--- src/rtl/code_lock_ctrl.sv ---
// Two-key combination lock sequencer: digit entry, code check, lockout,
// entry timeout and in-field re-programming of the stored code.
module code_lock_ctrl #(
    parameter int                  CODE_LEN       = 4,
    parameter logic [CODE_LEN-1:0] DEFAULT_CODE   = CODE_LEN'(4'b1001),
    parameter int                  MAX_FAIL       = 3,
    parameter int                  UNLOCK_CYCLES  = 1000,
    parameter int                  LOCKOUT_CYCLES = 5000,
    parameter int                  ENTRY_TIMEOUT  = 20000,
    parameter int                  TMR_W          = 24
) (
    input  logic                clk,
    input  logic                rst,
    input  logic                key0_p,
    input  logic                key1_p,
    output logic                unlock,
    output logic                alarm,
    output logic                prog_mode,
    output logic [3:0]          digit_cnt,
    output logic [CODE_LEN-1:0] entry_bits,
    output logic [1:0]          fail_cnt,
    output logic [2:0]          state
);

    typedef enum logic [2:0] {
        S_IDLE    = 3'd0,
        S_ENTRY   = 3'd1,
        S_CHECK   = 3'd2,
        S_OPEN    = 3'd3,
        S_LOCKOUT = 3'd4,
        S_PROGRAM = 3'd5
    } state_t;

    localparam logic [TMR_W-1:0] ENTRY_LAST  = TMR_W'(ENTRY_TIMEOUT - 1);
    localparam logic [TMR_W-1:0] UNLOCK_LAST = TMR_W'(UNLOCK_CYCLES - 1);
    localparam logic [TMR_W-1:0] LOCK_LAST   = TMR_W'(LOCKOUT_CYCLES - 1);

    state_t              r_state;
    logic [CODE_LEN-1:0] r_code;
    logic [CODE_LEN-1:0] r_entry;
    logic [3:0]          r_cnt;
    logic [1:0]          r_fail;
    logic [TMR_W-1:0]    r_tmr;

    logic                w_digit;
    logic                w_chord;
    logic [CODE_LEN-1:0] w_next_bits;
    logic [3:0]          w_next_cnt;
    logic                w_full;
    logic [TMR_W-1:0]    w_tmr_inc;
    logic                w_lock_now;

    assign w_digit     = key0_p ^ key1_p;
    assign w_chord     = key0_p & key1_p;
    assign w_next_bits = {r_entry[CODE_LEN-2:0], key1_p};
    assign w_next_cnt  = r_cnt + 4'd1;
    assign w_full      = (w_next_cnt == 4'(CODE_LEN));
    assign w_tmr_inc   = (r_tmr == '1) ? r_tmr : r_tmr + 1'b1;
    assign w_lock_now  = ((r_fail + 2'd1) == 2'(MAX_FAIL));

    always_ff @(posedge clk or posedge rst) begin
        if (rst) begin
            r_state <= S_IDLE;
            r_code  <= DEFAULT_CODE;
            r_entry <= '0;
            r_cnt   <= '0;
            r_fail  <= '0;
            r_tmr   <= '0;
        end else begin
            unique case (r_state)
                S_IDLE: begin
                    if (w_digit) begin
                        r_entry <= w_next_bits;
                        r_cnt   <= w_next_cnt;
                        r_tmr   <= '0;
                        r_state <= w_full ? S_CHECK : S_ENTRY;
                    end
                end
                S_ENTRY, S_PROGRAM: begin
                    // A digit on the timeout edge wins over the timeout
                    if (w_digit) begin
                        r_tmr <= '0;
                        if (w_full && r_state == S_PROGRAM) begin
                            r_code  <= w_next_bits;
                            r_entry <= '0;
                            r_cnt   <= '0;
                            r_state <= S_IDLE;
                        end else begin
                            r_entry <= w_next_bits;
                            r_cnt   <= w_next_cnt;
                            if (w_full) r_state <= S_CHECK;
                        end
                    end else if (r_tmr == ENTRY_LAST) begin
                        r_entry <= '0;
                        r_cnt   <= '0;
                        r_tmr   <= '0;
                        r_state <= S_IDLE;
                    end else begin
                        r_tmr <= w_tmr_inc;
                    end
                end
                S_CHECK: begin
                    r_entry <= '0;
                    r_cnt   <= '0;
                    r_tmr   <= '0;
                    if (r_entry == r_code) begin
                        r_fail  <= '0;
                        r_state <= S_OPEN;
                    end else if (w_lock_now) begin
                        r_fail  <= 2'(MAX_FAIL);
                        r_state <= S_LOCKOUT;
                    end else begin
                        r_fail  <= r_fail + 2'd1;
                        r_state <= S_IDLE;
                    end
                end
                S_OPEN: begin
                    if (r_tmr == UNLOCK_LAST) begin
                        r_tmr   <= '0;
                        r_state <= S_IDLE;
                    end else if (w_chord) begin
                        r_tmr   <= '0;
                        r_entry <= '0;
                        r_cnt   <= '0;
                        r_state <= S_PROGRAM;
                    end else begin
                        r_tmr <= w_tmr_inc;
                    end
                end
                S_LOCKOUT: begin
                    if (r_tmr == LOCK_LAST) begin
                        r_tmr   <= '0;
                        r_fail  <= '0;
                        r_state <= S_IDLE;
                    end else begin
                        r_tmr <= w_tmr_inc;
                    end
                end
                default: begin
                    r_state <= S_IDLE;
                end
            endcase
        end
    end

    assign unlock     = (r_state == S_OPEN);
    assign alarm      = (r_state == S_LOCKOUT);
    assign prog_mode  = (r_state == S_PROGRAM);
    assign digit_cnt  = r_cnt;
    assign entry_bits = r_entry;
    assign fail_cnt   = r_fail;
    assign state      = r_state;

endmodule

--- config.mk ---
export PLATFORM = sky130hd
export DESIGN_NAME = code_lock_ctrl
export DESIGN_NICKNAME = d
export VERILOG_FILES = /design/src/rtl/code_lock_ctrl.sv
export SDC_FILE = /design/constraint.sdc
export NUM_CORES = 1
export LEC_CHECK = 0
export CORE_MARGIN = 2
export CORE_UTILIZATION = 58
export DETAILED_ROUTE_END_ITERATION = 10
export PLACE_DENSITY = 0.79
export SKIP_CTS_REPAIR_TIMING = 1
export SYNTH_ARGS = -nofsm -noshare
export SYNTH_HDL_FRONTEND = slang
export SYNTH_SLANG_ARGS = --single-unit
--- constraint.sdc ---
create_clock -name clk -period 2.8 [get_ports clk]
set_input_delay 0.42 -clock clk [delete_from_list [all_inputs] [get_ports clk]]
set_output_delay 0.42 -clock clk [all_outputs]
set_load 0.01 [all_outputs]
==> results of run 1 <==
cells by family (layout without fill, tap and decap cells):
family | Yosys count | in the layout
simple gates | 135 | 135
compound gates | 75 | 75
flops | 41 | 41
buf+inv | 23 | 55
xor+xnor | 7 | 7
mux | 7 | 7
fa+ha+maj | 4 | 4
Yosys cell counts, types with 5 or more instances:
| library cell | number |
|---|---|
| dfrtp_1 | 39 |
| o21ai_0 | 26 |
| nand2_1 | 24 |
| nor2_1 | 23 |
| nand3_1 | 18 |
| inv_1 | 11 |
| nor3_1 | 10 |
| a21oi_1 | 9 |
| nand4_1 | 9 |
| nor4_1 | 8 |
| nand2b_1 | 6 |
| xor2_1 | 6 |
| clkbuf_1 | 5 |
| mux2_2 | 5 |
per-stage QoR:
stage | utilization (%) | cell area [um^2] | hold slack (ps)
final | 69.78 | 2997 | 521.0
after global routing | 69.78 | 2997 | 531.3
after CTS | 69.78 | 2997 | 521.6
after detailed placement | 67.10 | 2882 | 509.2
after global placement | 67.10 | 2882 | 499.6
after floorplan | - | 2562 | 476.1
area by class of cell:
type                    instances  share of cell area (%)
multi-input cells             228                   47.68
well taps                      52                   2.171
flip-flops and latches         41                   34.32
repair buffers                 36                   10.61
clock inverters                 3                   1.545
clock buffers                   5                   2.296
inverters                      11                   1.378
worst min path at each step:
stage | startpoint | endpoint | slack, ps | cells past startpoint
finish | fail_cnt[0] | fail_cnt[0] | 520 | 1
floorplan | r_tmr[22] | r_tmr[22] | 480 | 1
global route | fail_cnt[0] | fail_cnt[0] | 530 | 1
CTS | fail_cnt[0] | fail_cnt[0] | 520 | 1
global placement | fail_cnt[0] | fail_cnt[0] | 500 | 1
detailed placement | r_tmr[22] | r_tmr[22] | 510 | 1
state kept, by name, summed over array words and instances, names as in the netlist:
signal      cells
r_code          4
r_tmr          24
digit_cnt       4
entry_bits      4
fail_cnt        2
state           3
where the power goes:
part           total (mW)  switching, mW  leakage [nW]  internal, mW
logic                1.09          0.570         0.638         0.524
clock network       0.497          0.230        0.0543         0.267
registers           0.844          0.143         0.549         0.700
metal layers:
layer,GRT usage (%),vias up,share of wire (%)
li1,-,1161,-
met1,39.53,1134,48
met2,38.57,74,46
met3,4.040,8,5.6
met4,7.692,0,1.0
met5,0,-,0
==> flow_summary.yaml, run 1 <==
status:
  status: "complete, but fails checks"
  violations: "design-rule violations"
timing:
  setup_ws_ps: 230.2
  fin_crit_sh_pct: 91.78
  fin_crit_ps: 2570
  setup_viol: 0
  relSlewSlack_pct: 59.38
  setup_tns_ps: 0
  slew_violations: 0
  finClkSkew_ps: 8.696
  fmax_mhz: 389.1
  rsz0062_at_grt: "false"
  tightest_slew_ps: 603.8
  hold_viol_final: 0
placed_design:
  place_inst: 368
  port_buffers: 19
  gp_congestion: 0.9278
  post-place-ws_ps: 192.7
  hpwl_um: 4311
floorplan:
  die_y_um: 70.47
  rows: 24
  die_area_mm2: 0.004966
  io_pins: 20
  initial_core_util_pct: 59.67
  core_mm2: 0.004294
  die_w_um: 70.47
layout:
  final_common_cell: "dfrtp_1"
  most-common-layout-cells: "dfrtp_1 (39), o21ai_0 (26), nand2_1 (24)"
  drive_gt1_share_pct: 13.89
  final_cells: 376
  n_antenna_cell: 0
  multi_input_area_mm2: 0.001429
  register_area_mm2: 0.001028
  nFillCells: 353
  num-nets-final: 331
  area_delta_synth_final_pct: 16.94
clock_tree:
  cts_made_buffers: 5
  numClockSinks: 41
  clock_latency_ps: 300
  cts_tree: "yes"
  clkTransAtPathRegs_ps: 90
  h-tree-depth: 2
  cts-root-buf: "clkbuf_8"
  clockBufferDepth: 2
synth:
  synthXorXnorAreaFrac_pct: 2.393
  synth_edf_count: 0
  ys_top_cells_by_area: "dfrtp_1 (38%), o21ai_0 (5.1%), nand3_1 (3.5%), nand2_1 (3.5%), nor2_1 (3.4%)"
  synth_area_mm2: 0.002562
  synth_fp_nets: 300
  async_reset_ff_share_pct: 100.0
  synth_cells: 292
  yosysSeqAreaShare_pct: 40.14
  ys.flop_type: "dfrtp_1"
  synth-simple-area-share_pct: 29.15
  synth_top_family_by_area: "simple AND/OR/NAND/NOR gates"
  yosys_warnings: 0
  ys_types: 60
  avgSynthCellArea_um2: 8.776
  yosysTopAreaCellShare_pct: 38.09
  ys_seq_elements: 41
  synth_compound_area_share_pct: 19.09
  synth.area.mux_share_pct: 3.174
  synth_top_area_cell: "dfrtp_1"
  yosys.area_share.adder_pct: 1.953
flow_run:
  drv_cap: 0
critical_path:
  ff2ff_path_depth: 6
  crit_cells: 6
  crit_required_ps: 3000
  cp-startpoint: "r_tmr[18]"
  r2r_end: "state[0]"
  cpPeakStageDelay_ps: 550
  crit_family: "simple AND/OR/NAND/NOR gates"
  crit_buf_inv: 0
  cp-start-kind: "flop"
  cpMaxStageDelayCell: "or4_4"
  ff2ff_setup_slack_ps: 230
  path_class: "reg2reg"
  crit_end: "state[0]"
  cp-end-kind: "flop"
  path_cells: "or4_4 > or4_4 > o21ai_2 > and3_4 > o21ai_2 > mux2_4"
  critical_path_arrival_ps: 2770
  crit_fanout: 23
  worstReg2RegStart: "r_tmr[18]"
routing:
  drc: 2
  drt-wirelength-per-cell_um: 15.59
  vias: 2377
  routed_wl_um: 5862
  drtPass1Iterations: 8
  ant_nets: 0
  viasPerCell: 6.322
  drtIter0Drc: 165
power:
  irDropWorstVdd_mv: 0.4144
  p_per_area_mw_per_mm2: 812.3
  power.leakage_nw: 1.241
  design_power_total_mw: 2.434
hold_path:
  hold_class: "reg2reg"
global_routing:
  grt_pass1_vias: 2177
  grt_max_degree: 42
  grt_use_total_pct: 26.11
  antenna_found_initial: 0
  grt_pass1_wl_um: 10380
  grt-ovfl-total: 0
(Power assumes the default switching activity.)
==> run 2, diff against run 1 <==
- MAX_ROUTING_LAYER: not set -> met4
==> run 2 against run 1 <==
  * Design area rose by 0.42%
  * Critical endpoint unchanged
  * Non-clock buffer count increased by 1
  * The flow now finishes without violations
  * Sequential share of layout area shrank 0.14 points
  * Critical path type unchanged
  * Setup slack improved by 9.9 ps
  * Global-route usage rose by 0.41 points
  * Register-to-register slack about the same
  * Final cell count rose by 0.27%
  * Sequential power grew 0.5%
  * Total power rose by 1.2%
  * Largest cell class unchanged
==> flow_summary.yaml, run 2 (synthesized netlist as in run 1, its figures left out) <==
hold_path:
  hold_class: "reg2reg"
  min_from: "fail_cnt[0]"
  hold_depth: 1
routing:
  drc: 0
  drt-wirelength-per-cell_um: 15.90
  routed_wl_um: 5993
  viasPerCell: 6.393
  drtPass1Iterations: 5
  vias: 2410
  ant_nets: 0
  drtIter0Drc: 249
timing:
  rsz0062_at_grt: "false"
  fin_crit_ps: 2560
  setup_tns_ps: 0
  fmax_mhz: 390.6
  hold_viol_final: 0
  slew_violations: 0
  fin_crit_sh_pct: 91.42
  tightest_slew_ps: 534.5
  relSlewSlack_pct: 64.03
  finClkSkew_ps: 6.080
  setup_viol: 0
status:
  status: "complete, no violations"
critical_path:
  critical_path_arrival_ps: 2750
  crit_required_ps: 2990
  ff2ff_path_depth: 6
  crit_fanout: 23
  cp-start-kind: "flop"
  cpMaxStageDelayCell: "or4_4"
  cp-startpoint: "r_tmr[16]"
  path_class: "reg2reg"
  path_cells: "or4_4 > or4_4 > o21ai_2 > and3_4 > o21ai_2 > mux2_4"
  ff2ff_setup_slack_ps: 240
  cpPeakStageDelay_ps: 560
  cp-end-kind: "flop"
  worstReg2RegStart: "r_tmr[16]"
floorplan:
  initial_core_util_pct: 59.67
  io_pins: 20
  die_y_um: 70.47
  die_w_um: 70.47
  core_mm2: 0.004294
  die_area_mm2: 0.004966
  rows: 24
layout:
  n_antenna_cell: 0
  top_register: "r_tmr"
  nFillCells: 355
  drive_gt1_share_pct: 14.15
  final_common_cell: "dfrtp_1"
  multi_input_area_mm2: 0.001429
  largest_reg_flops: 24
  register_area_mm2: 0.001028
  final_cells: 377
  num-nets-final: 332
  most-common-layout-cells: "dfrtp_1 (39), o21ai_0 (26), nand2_1 (24)"
  area_delta_synth_final_pct: 17.43
  fin_area_mm2: 0.003009
global_routing:
  antenna_found_initial: 0
  grt_max_degree: 42
  grt_pass1_wl_um: 10230
  grt_pass1_vias: 2127
  grt-ovfl-total: 0
  grt_use_total_pct: 26.52
power:
  power.leakage_nw: 1.249
  p_per_area_mw_per_mm2: 818.7
  irDropWorstVdd_mv: 0.4452
placed_design:
  gp_congestion: 0.9116
  dpl-instance-area_mm2: 0.002889
  hpwl_um: 4248
  port_buffers: 19
  place_inst: 369
clock_tree:
  numClockSinks: 41
  cts-root-buf: "clkbuf_8"
  cts_tree: "yes"
  cts_made_buffers: 5
  clockBufferDepth: 2
  h-tree-depth: 2
  clkTransAtPathRegs_ps: 80
  clock_latency_ps: 300
flow_run:
  drv_cap: 0
==> run 2: cell count changes in the layout (fill, tap and decap cells not counted) <==
cell | previous run | this run
clkbuf_8 | 5 | 6
clkinv_4 | 1 | 0
buf_4 | 17 | 18
==> run 2: layout make-up <==
| class | instances | area share [%] |
|---|---|---|
| clock inverter | 2 | 1.247 |
| clock buffer | 6 | 2.744 |
| inverter | 11 | 1.372 |
| sequential | 41 | 34.18 |
| tap | 52 | 2.162 |
| timing repair buffer | 37 | 10.81 |
| multi-input combinational | 228 | 47.48 |
==> run 2: metrics by stage <==
step / setup WS, ps / total power [mW] / hold WS [ps] / utilization, %
finish: 240.1 / 2.464 / 504.8 / 70.08
global route: 25.67 / 2.635 / 557.9 / 70.08
CTS: 247.0 / 2.469 / 512.5 / 70.08
detailed placement: 179.6 / 1.956 / 503.3 / 67.28
global placement: 240.8 / 1.922 / 499.2 / 67.28
floorplan: 438.5 / 1.541 / 476.1 / -
==> run 2: critical path: cells and delay by family (launching register included) <==
| family | cells | cell delay [ps] |
|---|---|---|
| muxes | 1 | 310 |
| AOI/OAI and AO/OA | 2 | 290 |
| DFF | 1 | 380 |
| and+or+nand+nor | 3 | 1470 |
==> run 2: final timing paths <==
check	to
setup / recovery	state[0]
hold / removal	fail_cnt[0]
setup reg to reg	state[0]
hold reg to reg	fail_cnt[0]
max in group asynchronous	r_tmr[23]
min in group asynchronous	r_tmr[13]
==> run 2: metal layers <==
layer	track usage, %	vias up	wire length (um)
met5	-	-	0
met4	8.333	0	68
met3	5.051	10	467
met2	37.21	98	2731
met1	38.86	1143	2725
li1	-	1159	-
==> run 2: where the power goes <==
part,internal (mW),total (mW),switching (mW)
Combinational,0.532,1.11,0.581
Clock,0.290,0.503,0.213
Sequential,0.700,0.848,0.147
Total,1.52,2.46,0.941
==> run 3, diff against run 2 <==
- CORE_UTILIZATION: 58 -> 40
- PLACE_DENSITY: 0.79 -> not set
- SETUP_SLACK_MARGIN: not set -> 0.05
==> run 3 against run 2 <==
  * Clock skew grew 5.4 ps
  * Largest power group unchanged
  * Core utilization shrank 22 points
  * Sequential cell count is the same
  * Critical path type unchanged
  * First-iteration DRC count shrank 17%
  * Sequential share of layout area grew 0.10 points
==> flow_summary.yaml, run 3 (synthesized netlist as in run 1, its figures left out) <==
status:
  status: "complete, no violations"
critical_path:
  crit_buf_inv: 0
  cpMaxStageDelayCell: "or4_4"
  cp-end-kind: "flop"
  worstReg2RegStart: "r_tmr[18]"
  crit_fanout: 23
  cp-startpoint: "r_tmr[18]"
  path_class: "reg2reg"
  cp-start-kind: "flop"
  cpPeakStageDelay_ps: 550
  crit_required_ps: 2980
  crit_family: "simple AND/OR/NAND/NOR gates"
  critical_path_arrival_ps: 2760
  path_cells: "or4_4 > or4_4 > o21ai_2 > and3_4 > o21ai_2 > mux2_4"
timing:
  hold_viol_final: 0
  setup_ws_ps: 220.1
  setup_tns_ps: 0
  rsz0062_at_grt: "false"
  finClkSkew_ps: 11.49
  slew_violations: 0
  tightest_slew_ps: 611.3
  fin_crit_ps: 2580
  fmax_mhz: 387.6
  relSlewSlack_pct: 58.93
  fin_crit_sh_pct: 92.14
  setup_viol: 0
layout:
  top_register: "r_tmr"
  fin_util_pct: 47.80
  final_cells: 402
  most-common-layout-cells: "dfrtp_1 (39), o21ai_0 (26), nand2_1 (24)"
  final_common_cell: "dfrtp_1"
  n_antenna_cell: 0
  num-nets-final: 332
  drive_gt1_share_pct: 13.23
  largest_reg_flops: 24
  area_delta_synth_final_pct: 17.09
global_routing:
  grt_max_degree: 42
  grt_use_total_pct: 19.38
  antenna_found_initial: 0
  grt-ovfl-total: 0
  grt_pass1_wl_um: 10900
  grt_pass1_vias: 2231
power:
  power.switching_mw: 0.9116
  netSwitchingFraction_pct: 39.51
  design_power_total_mw: 2.307
  p_per_area_mw_per_mm2: 769.0
  power.leakage_nw: 1.230
  power_frac_seq_pct: 36.9
  irDropWorstVdd_mv: 0.4395
  power.clock.fraction_pct: 16.1
  p_int_mw: 1.396
  power_frac_comb_pct: 47.0
placed_design:
  place_inst: 394
  port_buffers: 19
  post-place-ws_ps: 212.8
  gp_congestion: 0.8438
  hpwl_um: 4494
floorplan:
  initial_core_util_pct: 40.82
  rows: 29
  io_pins: 20
  core_mm2: 0.006277
  die_y_um: 84.04
  die_w_um: 84.04
  die_area_mm2: 0.007063
clock_tree:
  cts_tree: "yes"
  clock_latency_ps: 290
  numClockSinks: 41
  cts-root-buf: "clkbuf_8"
  clkTransAtPathRegs_ps: 80
  h-tree-depth: 2
  cts_made_buffers: 5
  clockBufferDepth: 2
routing:
  ant_nets: 0
  drt-wirelength-per-cell_um: 15.31
  viasPerCell: 5.853
  routed_wl_um: 6155
  drtIter0Drc: 207
  drc: 0
  drtPass1Iterations: 4
  vias: 2353
hold_path:
  hold_class: "reg2reg"
  min_from: "fail_cnt[0]"
flow_run:
  drv_cap: 0
[run 3: cell count changes in the layout (fill, tap and decap cells not counted), sizes merged]
| cell | change |
|---|---|
| clkbuf | +2 |
| bufinv | -1 |
| clkinvlp | -1 |
[run 3: layout make-up]
type | count | area (um^2)
fillers | 609 | 3277
multi-input cells | 228 | 1429
flip-flops and latches | 41 | 1028
repair buffers | 37 | 325.3
well taps | 77 | 96.34
clock buffers | 8 | 80.08
inverters | 11 | 41.29
[run 3: path summary, 6_finish.rpt]
| path | to | cells after the start | slack [ps] |
|---|---|---|---|
| worst min-delay path | fail_cnt[0] | 1 | 510 |
| worst max register to register | state[0] | 6 | 220 |
| worst min register to register | fail_cnt[0] | 1 | 510 |
| min in group asynchronous | r_tmr[2] | 3 | 560 |
| worst max-delay path | state[0] | 6 | 220 |
| max in group asynchronous | r_code[3] | 3 | 1870 |
[run 3: metal layers]
layer  track usage, %  vias to the layer above  part of all wire, %  routed length [um]
met1            27.58                     1136                   49                3043
met4            5.718                        0                  1.4                  87
met5                -                        -                    0                   0
met3            2.077                        7                  4.3                 263
li1                 -                     1159                    -                   -
met2            29.22                       51                   45                2760
[run 3: metrics by stage]
step / hold slack, ps / area [um^2]
floorplan: 476.1 / 2562
global placement: 497.2 / 2920
detailed placement: 501.1 / 2920
CTS: 512.8 / 3000
global route: 534.0 / 3000
finish: 508.7 / 3000
[run 3: worst register-to-register path: cells and delay by family (launching register included)]
family	cells	cell delay, ps
muxes	1	310
AOI/OAI and AO/OA	2	280
DFF	1	440
and+or+nand+nor	3	1450
[run 3: power by group through the flow]
stage | Combinational [mW] | Sequential [mW] | Clock (mW)
6_report | 1.08 | 0.851 | 0.372
5_1_grt | 1.21 | 0.875 | 0.415
4_1_cts | 1.09 | 0.853 | 0.394
3_5_place_dp | 1.08 | 0.865 | 0
3_3_place_gp | 1.08 | 0.863 | 0
2_1_floorplan | 0.696 | 0.846 | 0
